<file path="src/rtl/axi_led_pwm_slave.sv">
// axi_led_pwm_slave: AXI4-Lite slave with four 32-bit registers driving an
// 8-bit LED bank through a PWM dimmer and an optional blinker.
// Build option: define LED_BLINK_EN to synthesise the blink counter; without it
// the blink gate is tied open and CTRL[9]/BLINK_DIV are plain storage.
module axi_led_pwm_slave #(
  parameter int C_S_AXI_DATA_WIDTH = 32,
  parameter int C_S_AXI_ADDR_WIDTH = 32
) (
  input  logic                              s_axi_aclk,
  input  logic                              s_axi_aresetn,
  input  logic [C_S_AXI_ADDR_WIDTH-1:0]     s_axi_awaddr,
  input  logic [2:0]                        s_axi_awprot,
  input  logic                              s_axi_awvalid,
  output logic                              s_axi_awready,
  input  logic [C_S_AXI_DATA_WIDTH-1:0]     s_axi_wdata,
  input  logic [C_S_AXI_DATA_WIDTH/8-1:0]   s_axi_wstrb,
  input  logic                              s_axi_wvalid,
  output logic                              s_axi_wready,
  output logic [1:0]                        s_axi_bresp,
  output logic                              s_axi_bvalid,
  input  logic                              s_axi_bready,
  input  logic [C_S_AXI_ADDR_WIDTH-1:0]     s_axi_araddr,
  input  logic [2:0]                        s_axi_arprot,
  input  logic                              s_axi_arvalid,
  output logic                              s_axi_arready,
  output logic [C_S_AXI_DATA_WIDTH-1:0]     s_axi_rdata,
  output logic [1:0]                        s_axi_rresp,
  output logic                              s_axi_rvalid,
  input  logic                              s_axi_rready,
  output logic [7:0]                        led
);

  localparam int STRB_W = C_S_AXI_DATA_WIDTH / 8;

  typedef enum logic [1:0] {
    REG_CTRL   = 2'd0,
    REG_DUTY   = 2'd1,
    REG_BLINK  = 2'd2,
    REG_STATUS = 2'd3
  } reg_sel_t;

  // Handshake / channel state
  logic                          ready_en;
  logic                          aw_held;
  logic                          w_held;
  reg_sel_t                      aw_sel;
  logic [C_S_AXI_DATA_WIDTH-1:0] wdata_q;
  logic [STRB_W-1:0]             wstrb_q;
  logic                          bvalid_q;
  logic [1:0]                    bresp_q;
  logic                          ar_pend;
  reg_sel_t                      ar_sel;
  logic                          rvalid_q;
  logic [C_S_AXI_DATA_WIDTH-1:0] rdata_q;

  // Register file
  logic [7:0]  pattern;
  logic        pwm_en;
  logic        blink_en;
  logic [7:0]  duty;
  logic [31:0] blink_div;
  logic [15:0] write_cnt;

  // LED datapath
  logic [7:0]  pwm_cnt;
  logic        pwm_on;
  logic        blink_gate;
  logic [7:0]  led_q;

  logic        commit;
  logic [31:0] rd_mux;
  logic        unused_inputs;

  assign commit = aw_held && w_held;

  // Readies stay low during reset and for the first edge after it so that every
  // output reads 0 while reset is asserted.
  assign s_axi_awready = ready_en && !aw_held && !bvalid_q;
  assign s_axi_wready  = ready_en && !w_held && !bvalid_q;
  // ar_pend also blocks arready so a second AR cannot overwrite the captured
  // address in the cycle before rvalid rises.
  assign s_axi_arready = ready_en && !rvalid_q && !ar_pend;

  assign s_axi_bvalid = bvalid_q;
  assign s_axi_bresp  = bresp_q;
  assign s_axi_rvalid = rvalid_q;
  assign s_axi_rdata  = rdata_q;
  assign s_axi_rresp  = '0;
  assign led          = led_q;

  assign unused_inputs = ^{s_axi_awprot, s_axi_arprot,
                           s_axi_awaddr[C_S_AXI_ADDR_WIDTH-1:4], s_axi_awaddr[1:0],
                           s_axi_araddr[C_S_AXI_ADDR_WIDTH-1:4], s_axi_araddr[1:0]};

  // Ready enable: rises on the first edge after reset deasserts
  always_ff @(posedge s_axi_aclk or negedge s_axi_aresetn) begin
    if (!s_axi_aresetn) begin
      ready_en <= 1'b0;
    end else begin
      ready_en <= 1'b1;
    end
  end

  // Write address/data capture, commit and B response
  always_ff @(posedge s_axi_aclk or negedge s_axi_aresetn) begin
    if (!s_axi_aresetn) begin
      aw_held   <= 1'b0;
      w_held    <= 1'b0;
      aw_sel    <= REG_CTRL;
      wdata_q   <= '0;
      wstrb_q   <= '0;
      bvalid_q  <= 1'b0;
      bresp_q   <= 2'b00;
      write_cnt <= '0;
    end else begin
      if (s_axi_awvalid && s_axi_awready) begin
        aw_held <= 1'b1;
        aw_sel  <= reg_sel_t'(s_axi_awaddr[3:2]);
      end
      if (s_axi_wvalid && s_axi_wready) begin
        w_held  <= 1'b1;
        wdata_q <= s_axi_wdata;
        wstrb_q <= s_axi_wstrb;
      end
      if (commit) begin
        aw_held   <= 1'b0;
        w_held    <= 1'b0;
        bvalid_q  <= 1'b1;
        bresp_q   <= (aw_sel == REG_STATUS) ? 2'b10 : 2'b00;
        write_cnt <= write_cnt + 16'd1;
      end else if (bvalid_q && s_axi_bready) begin
        bvalid_q <= 1'b0;
      end
    end
  end

  // Register file update on commit, byte lane by byte lane
  always_ff @(posedge s_axi_aclk or negedge s_axi_aresetn) begin
    if (!s_axi_aresetn) begin
      pattern   <= '0;
      pwm_en    <= 1'b0;
      blink_en  <= 1'b0;
      duty      <= '0;
      blink_div <= '0;
    end else if (commit) begin
      case (aw_sel)
        REG_CTRL: begin
          if (wstrb_q[0]) pattern <= wdata_q[7:0];
          if (wstrb_q[1]) begin
            pwm_en   <= wdata_q[8];
            blink_en <= wdata_q[9];
          end
        end
        REG_DUTY: begin
          if (wstrb_q[0]) duty <= wdata_q[7:0];
        end
        REG_BLINK: begin
          for (int unsigned i = 0; i < 4; i++) begin
            if (wstrb_q[i]) blink_div[8*i +: 8] <= wdata_q[8*i +: 8];
          end
        end
        default: ;
      endcase
    end
  end

  // Read data selection from the captured read address
  always_comb begin
    rd_mux = '0;
    case (ar_sel)
      REG_CTRL:   rd_mux = {22'd0, blink_en, pwm_en, pattern};
      REG_DUTY:   rd_mux = {24'd0, duty};
      REG_BLINK:  rd_mux = blink_div;
      REG_STATUS: rd_mux = {write_cnt, 8'd0, led_q};
      default:    rd_mux = '0;
    endcase
  end

  // Read channel: capture address, load data the edge after, hold until rready
  always_ff @(posedge s_axi_aclk or negedge s_axi_aresetn) begin
    if (!s_axi_aresetn) begin
      ar_pend  <= 1'b0;
      ar_sel   <= REG_CTRL;
      rvalid_q <= 1'b0;
      rdata_q  <= '0;
    end else begin
      if (s_axi_arvalid && s_axi_arready) begin
        ar_pend <= 1'b1;
        ar_sel  <= reg_sel_t'(s_axi_araddr[3:2]);
      end
      // Loads from the current (pre-commit) register values on a shared edge.
      if (ar_pend) begin
        ar_pend  <= 1'b0;
        rdata_q  <= rd_mux;
        rvalid_q <= 1'b1;
      end else if (rvalid_q && s_axi_rready) begin
        rvalid_q <= 1'b0;
      end
    end
  end

`ifdef LED_BLINK_EN
  logic [31:0] blink_cnt;
  logic        blink_phase;
  logic        blink_div_wr;

  assign blink_div_wr = commit && (aw_sel == REG_BLINK);

  // Blink timebase: toggles phase every BLINK_DIV clocks, restarts on a divider write
  always_ff @(posedge s_axi_aclk or negedge s_axi_aresetn) begin
    if (!s_axi_aresetn) begin
      blink_cnt   <= '0;
      blink_phase <= 1'b0;
    end else if (blink_div_wr) begin
      blink_cnt   <= '0;
      blink_phase <= 1'b0;
    end else if (blink_div != '0) begin
      if (blink_cnt >= blink_div - 32'd1) begin
        blink_cnt   <= '0;
        blink_phase <= !blink_phase;
      end else begin
        blink_cnt <= blink_cnt + 32'd1;
      end
    end
  end

  assign blink_gate = !blink_en || blink_phase || (blink_div == '0);
`else
  assign blink_gate = 1'b1;
`endif

  assign pwm_on = (pwm_cnt < duty);

  // PWM counter and registered LED drive
  always_ff @(posedge s_axi_aclk or negedge s_axi_aresetn) begin
    if (!s_axi_aresetn) begin
      pwm_cnt <= '0;
      led_q   <= '0;
    end else begin
      pwm_cnt <= pwm_cnt + 8'd1;
      led_q   <= pattern & {8{!pwm_en || pwm_on}} & {8{blink_gate}};
    end
  end

endmodule

</file>
<file path="config.mk">
export PLATFORM = sky130hd
export DESIGN_NAME = axi_led_pwm_slave
export DESIGN_NICKNAME = d
export VERILOG_FILES = /design/src/rtl/axi_led_pwm_slave.sv
export SDC_FILE = /design/constraint.sdc
export NUM_CORES = 1
export LEC_CHECK = 0
export ABC_AREA = 1
export CAP_MARGIN = 10
export CELL_PAD_IN_SITES_DETAIL_PLACEMENT = 0
export CELL_PAD_IN_SITES_GLOBAL_PLACEMENT = 1
export CORE_MARGIN = 4
export CORE_UTILIZATION = 35
export DETAILED_ROUTE_END_ITERATION = 7
export DONT_BUFFER_PORTS = 1
export PLACE_DENSITY_LB_ADDON = 0.1
export SYNTH_ARGS = -nofsm -noshare
export SYNTH_HDL_FRONTEND = slang
export SYNTH_SLANG_ARGS = --single-unit
</file>
<file path="constraint.sdc">
create_clock -name s_axi_aclk -period 1.9 [get_ports s_axi_aclk]
set_clock_uncertainty 0.2 [all_clocks]
set_input_delay 0.475 -clock s_axi_aclk [delete_from_list [all_inputs] [get_ports s_axi_aclk]]
set_output_delay 0.475 -clock s_axi_aclk [all_outputs]
set_load 0.005 [all_outputs]
</file>
==> results of run 1 <==
cell usage after synthesis, drive strengths merged:
library cell / instances
dfrtp: 161
nand2: 157
inv: 71
nor2: 62
a21oi: 51
o21ai: 37
mux2: 28
nand3: 20
buf: 17
a31oi: 16
clkbuf: 12
xor2: 11
ha: 9
nor3: 8
xnor2: 7
o2111ai: 5
nand4: 3
conb: 2
o211ai: 2
o22ai: 2
clkinv: 1
o21bai: 1
o31ai: 1
cell type report:
cell class | instances | share of cell area [%]
repair buffers | 55 | 6.48
inverters | 72 | 3.34
multi-input cells | 424 | 29.1
clock inverters | 12 | 1.94
clock buffers | 20 | 5.50
well taps | 260 | 4.00
flip-flops and latches | 161 | 49.6
cells by family (layout without fill, tap and decap cells):
group / Yosys count / count (layout)
AND/OR/NAND/NOR: 250 / 250
flip-flops: 161 / 161
AO/OA/AOI/OAI: 115 / 115
buffers and inverters: 101 / 159
multiplexers: 28 / 28
XOR/XNOR: 18 / 18
adder cells (fa/ha/maj): 9 / 9
other: 2 / 4
stage by stage:
step | worst slack (ns) | hold slack (ns) | utilization (%) | area, sq um
6_report | 0.0194 | -0.449 | 43.0 | 8130
5_1_grt | -0.0703 | -0.474 | 43.0 | 8130
4_1_cts | -0.0320 | -0.471 | 42.6 | 8060
3_5_place_dp | -0.00806 | -0.0148 | 37.6 | 7100
3_3_place_gp | 0.0423 | -0.0155 | 37.6 | 7100
2_1_floorplan | 0.315 | -0.0206 | - | 6780
timing repair:
item	in CTS	in global routing
setup buffers	0	3
pin swaps	2	5
endpoints found under the setup margin	11	11
hold endpoints to repair	195	161
resized for setup	2	12
sequential cells by signal, indices dropped and copies added, names as in the netlist:
signal and cells:
pattern 8, ready_en 1, ar_pend 1, s_axi_bresp 1, blink_div 32, s_axi_bvalid 1, wdata_q 32, pwm_en 1
duty 8, pwm_cnt 8, aw_held 1, s_axi_rvalid 1, led 8, aw_sel 2, s_axi_rdata 32, wstrb_q 4
w_held 1, blink_en 1, write_cnt 16, ar_sel 2
worst max path at each step:
stage,startpoint,endpoint,slack (ns),cells after the start
2_1_floorplan,w_held,wdata_q[11],0.31,4
3_3_place_gp,duty[5],led[6],0.04,7
3_5_place_dp,duty[5],led[4],-0.008,7
4_1_cts,s_axi_bvalid,s_axi_wready,-0.03,2
5_1_grt,s_axi_rvalid,s_axi_arready,-0.07,2
6_report,s_axi_rvalid,s_axi_arready,0.02,2
layer usage:
metal	track usage [%]	vias up	routed length, microns
met2	21.9	86	6780
met1	22.5	2204	8180
met3	3.67	18	659
met5	0	-	0
li1	-	2296	-
met4	4.85	0	246
power by group:
part | internal [mW] | total, mW | switching, mW
sequential | 4.69 | 5.59 | 0.904
clock | 2.11 | 3.49 | 1.38
combinational | 1.23 | 2.68 | 1.44
total | 8.03 | 11.8 | 3.73
==> run metrics, run 1 <==
outcome complete, but fails checks; failing checks negative hold slack; CP bufs+invs 1; worst reg2reg path startpoint duty[5]; IO buf count 0; mux cell area share after synthesis 5.66%; post-synthesis simple-gate area fraction 15.1%; RSZ-0062 raised after global routing true; core box area about 0.019 sq mm; Cell Rows 50; setup_tns 0 ns; maxcap violations 0; startpoint type of the worst setup path flop; H-tree Lvls 4; Highest Clock Rate 532 MHz; Clock transition at path regs 0.06 ns; initial antenna violation count 0; post-synth cell types 34; Synth area leader dfrtp_1; Initial Util 35.8%; Root Buffer clkbuf_16; DR vias/cell 4.59; Post-CTS Hold Fix Bufs 34; grt total ovfl 0; Synth area leaders dfrtp_1 60%, nand2_1 8.5%, mux2_4 4.0%; Netlist Area Pre-Place slightly below 0.007 sq mm; share of the clock period used by the worst path a little over nine tenths; DR iter-0 viols around 240; Compound-Gate Fraction of Synth Area 9.26%; commonest non-fill, non-tap cells in the layout 160 x dfrtp_1, 152 x nand2_1, 69 x inv_1; largest net degree at the start of global routing 162; CTS Buf Count 17; Ant. Diodes 0; #FFs+latches synth 161; final hold slack -0.449 ns; Fillers 1,904; Die X 147 microns; Skew-Pair Late Insertion Delay 0.42 ns; Initial DRT Pass Iterations 4; final hold viol count 161; Reg2Reg Setup Slack 0.09 ns; worst r2r dst led[4]; vias in the first global route 4,698; GP Congestion 0.767; CP endpoint kind output port; Detail Route Antenna Nets 0; wire per inst ~16 microns; vias after detailed routing roughly 4,600; CTS tree yes; Multi-input gate area 0.00237 sq mm; CP required 1.22 ns; Max FO, Critical Path 3; Total Wirelength 15,900 microns; post-synthesis adder-cell area fraction 1.66%; DRC 0; clk buf depth 2; syn_area_per_cell just under 10 sq um; XOR/XNOR Fraction of Synth Area 2.33%; ratio of cells with drive above 1 in the final layout 14.1%; gr usage total 15.2%; fin cells 1,004; crit path kind reg2out; Slew HR 60.0%; Worst Reg-to-Reg Cells 7; critical path's slowest cell dfrtp_1; Synth Warn # 0; sequential fraction of the synthesis area 59.5%; critical path arrival 1.21 ns; post-DP HPWL 11,000 microns; chip height between 100 and 150 microns; measured slew at the worst slew-check pin approximately 0.6 ns; first-pass GRT wire length around 26,000 microns; crit-path cells nor3_2 > buf_4; DP Cell Count 935; power per cell area 1450 mW/mm^2; P&R area growth vs syn 20.0%; Top Family by Delay on Critical Path flip-flops; post-synth top area share 59.5%; Leakage 3.90 nW; layout net count 853; # IOs 162; number of max-slew violations in the final report 0; Post-Syn Instances 684; Final setup viols 0; Total Power around 12 mW; Final min period around 1.9 ns; CTS sink count 161; die area 0.0216 sq mm; peak per-stage delay on the critical path roughly 0.42 ns; most common cell after layout, fill and taps aside dfrtp_1; Peak supply drop approximately 0.69 mV; FF/Latch Area 0.00403 sq mm; largest family of logic cells by synthesized area simple AND/OR/NAND/NOR gates; worst hold path type in2async
(Power assumes the default switching activity.)
==> run 2: changes to the inputs <==
--- a/config.mk
+++ b/config.mk
@@ -12,7 +12,6 @@
 export CORE_MARGIN = 4
 export CORE_UTILIZATION = 35
 export DETAILED_ROUTE_END_ITERATION = 7
-export DONT_BUFFER_PORTS = 1
 export PLACE_DENSITY_LB_ADDON = 0.1
 export SYNTH_ARGS = -nofsm -noshare
 export SYNTH_HDL_FRONTEND = slang
==> run 2 against run 1 <==
  * The run now ends clean
  * Clock power is 2% higher
  * Critical path type unchanged
  * Sequential share of layout area decreased by 4.8 points
  * Sequential power shrank 3%
  * Die area unchanged
  * Critical endpoint unchanged
  * Final area is 11% higher
  * Register-to-register slack gained 0.04 ns
  * Cell count rose by 9.1%
  * Hold slack gained 0.72 ns
  * Sequential cell count unchanged
  * Clock-buffer cell count unchanged
  * Non-clock buffer count is 92 higher
  * Utilization is 4.5 points higher
==> run metrics, run 2 (synthesis gave the netlist of run 1 again) <==
GP Congestion 0.777; startpoint type of the worst setup path flop; H-tree Lvls 4; ratio of cells with drive above 1 in the final layout 16.8%; Highest Clock Rate roughly 530 MHz; CTS sink count about 160; wire per inst 14.9 microns; Root Buffer clkbuf_16; number of max-slew violations in the final report 0; largest net degree at the start of global routing 42; vias after detailed routing between 4,000 and 5,000; share of the clock period used by the worst path 99.8%; final hold slack between 0.2 and 0.3 ns; most common cell after layout, fill and taps aside dfrtp_1; Fillers around 1,900; core box area 0.0189 sq mm; worst hold path type reg2reg; clk buf depth 2; Hold Startpoint pwm_cnt[0]; setup_tns 0 ns; Worst Reg-to-Reg Cells 5; IO buf count 92; worst reg2reg path startpoint aw_held; Total Wirelength between 15,000 and 20,000 microns; worst r2r dst blink_div[17]; commonest non-fill, non-tap cells in the layout 161 x dfrtp_1, 153 x nand2_1, 68 x inv_1; hold path depth 1; crit path kind reg2out; die area 0.0216 sq mm; Die X ~150 microns; DRC 0; Initial DRT Pass Iterations 4; Skew-Pair Late Insertion Delay 0.42 ns; Final min period 1.90 ns; Ant. Diodes 0; post-DP HPWL 11,700 microns; RSZ-0062 raised after global routing true; Final setup viols 0; P&R area growth vs syn 32.7%; CTS tree yes; critical path arrival around 1.2 ns; Reg2Reg Setup Slack between 0.1 and 0.15 ns; vias in the first global route roughly 5,100; DR vias/cell 4.52; first-pass GRT wire length 27,300 microns; CP required between 1 and 1.5 ns; gr usage total between 10% and 20%; layout net count 945; Leakage 4.44 nW; Worst Setup SP s_axi_rvalid; DR iter-0 viols roughly 250; Max FO, Critical Path 2; Cell Rows 50; final hold viol count 0; maxcap violations 0; Initial Util 35.8%; CP endpoint kind output port; outcome complete, no violations; chip height 147 microns; power per cell area 1400 mW/mm^2; Clock transition at path regs 0.07 ns; CTS Buf Count 17; Worst Hold Path EP pwm_cnt[0]; Total Power 12.5 mW; grt total ovfl 0; Peak supply drop 0.653 mV; # IOs approximately 160; Detail Route Antenna Nets 0; initial antenna violation count 1
==> run 2: layer usage <==
metal / wire length [microns] / track usage (%) / up-vias / part of all wire [%]
li1: - / - / 2484 / -
met1: 8160 / 23.2 / 2355 / 50
met2: 7170 / 23.6 / 94 / 44
met3: 842 / 5.27 / 9 / 5.2
met4: 125 / 3.77 / 2 / 0.77
met5: 8 / 0 / - / 0.049
==> run 2: through the flow <==
step | setup WS, ns | instance area (sq um) | cells | utilization, %
floorplan | 0.315 | 6780 | 686 | -
global placement | 0.0107 | 8210 | 1043 | 43.5
detailed placement | -0.00436 | 8210 | 1043 | 43.5
CTS | -0.148 | 8930 | 1092 | 47.3
global route | -0.0675 | 8980 | 1095 | 47.5
finish | 0.00309 | 8980 | 1095 | 47.5
==> run 2: cell type report <==
class / instances / area, sq um / area share (%)
multi-input cells: 424 / 2370 / 26.4
well taps: 260 / 325 / 3.62
repair buffers: 147 / 1360 / 15.2
clock buffers: 20 / 467 / 5.19
flip-flops and latches: 161 / 4030 / 44.8
inverters: 72 / 272 / 3.02
clock inverters: 11 / 156 / 1.74
==> run 2: timing repair <==
item	4_1_cts	5_1_grt
gates resized for setup	63	10
buffers inserted	17	3
setup endpoints to repair	49	15
pin swaps	2	6
hold endpoints to repair	28	0
hold buffers	1	0
==> run 2: how the worst max path moves through the flow <==
stage / endpoint / slack (ns) / cells past startpoint
after global routing: s_axi_arready / -0.07 / 2
final: s_axi_arready / 0.003 / 2
after global placement: wstrb_q[3] / 0.01 / 4
after detailed placement: wstrb_q[2] / -0.004 / 4
after floorplan: wdata_q[11] / 0.31 / 4
after CTS: s_axi_awready / -0.15 / 3
==> run 2: worst max-delay path, cell delays in order (launching register included) <==
cell     delay, ns
dfrtp_1       0.40
nor3_2        0.24
buf_2         0.15
==> run 2: power by group <==
part | switching (mW) | internal, mW
clock | 1.40 | 2.17
sequential | 0.745 | 4.68
combinational | 1.75 | 1.80
total | 3.89 | 8.66
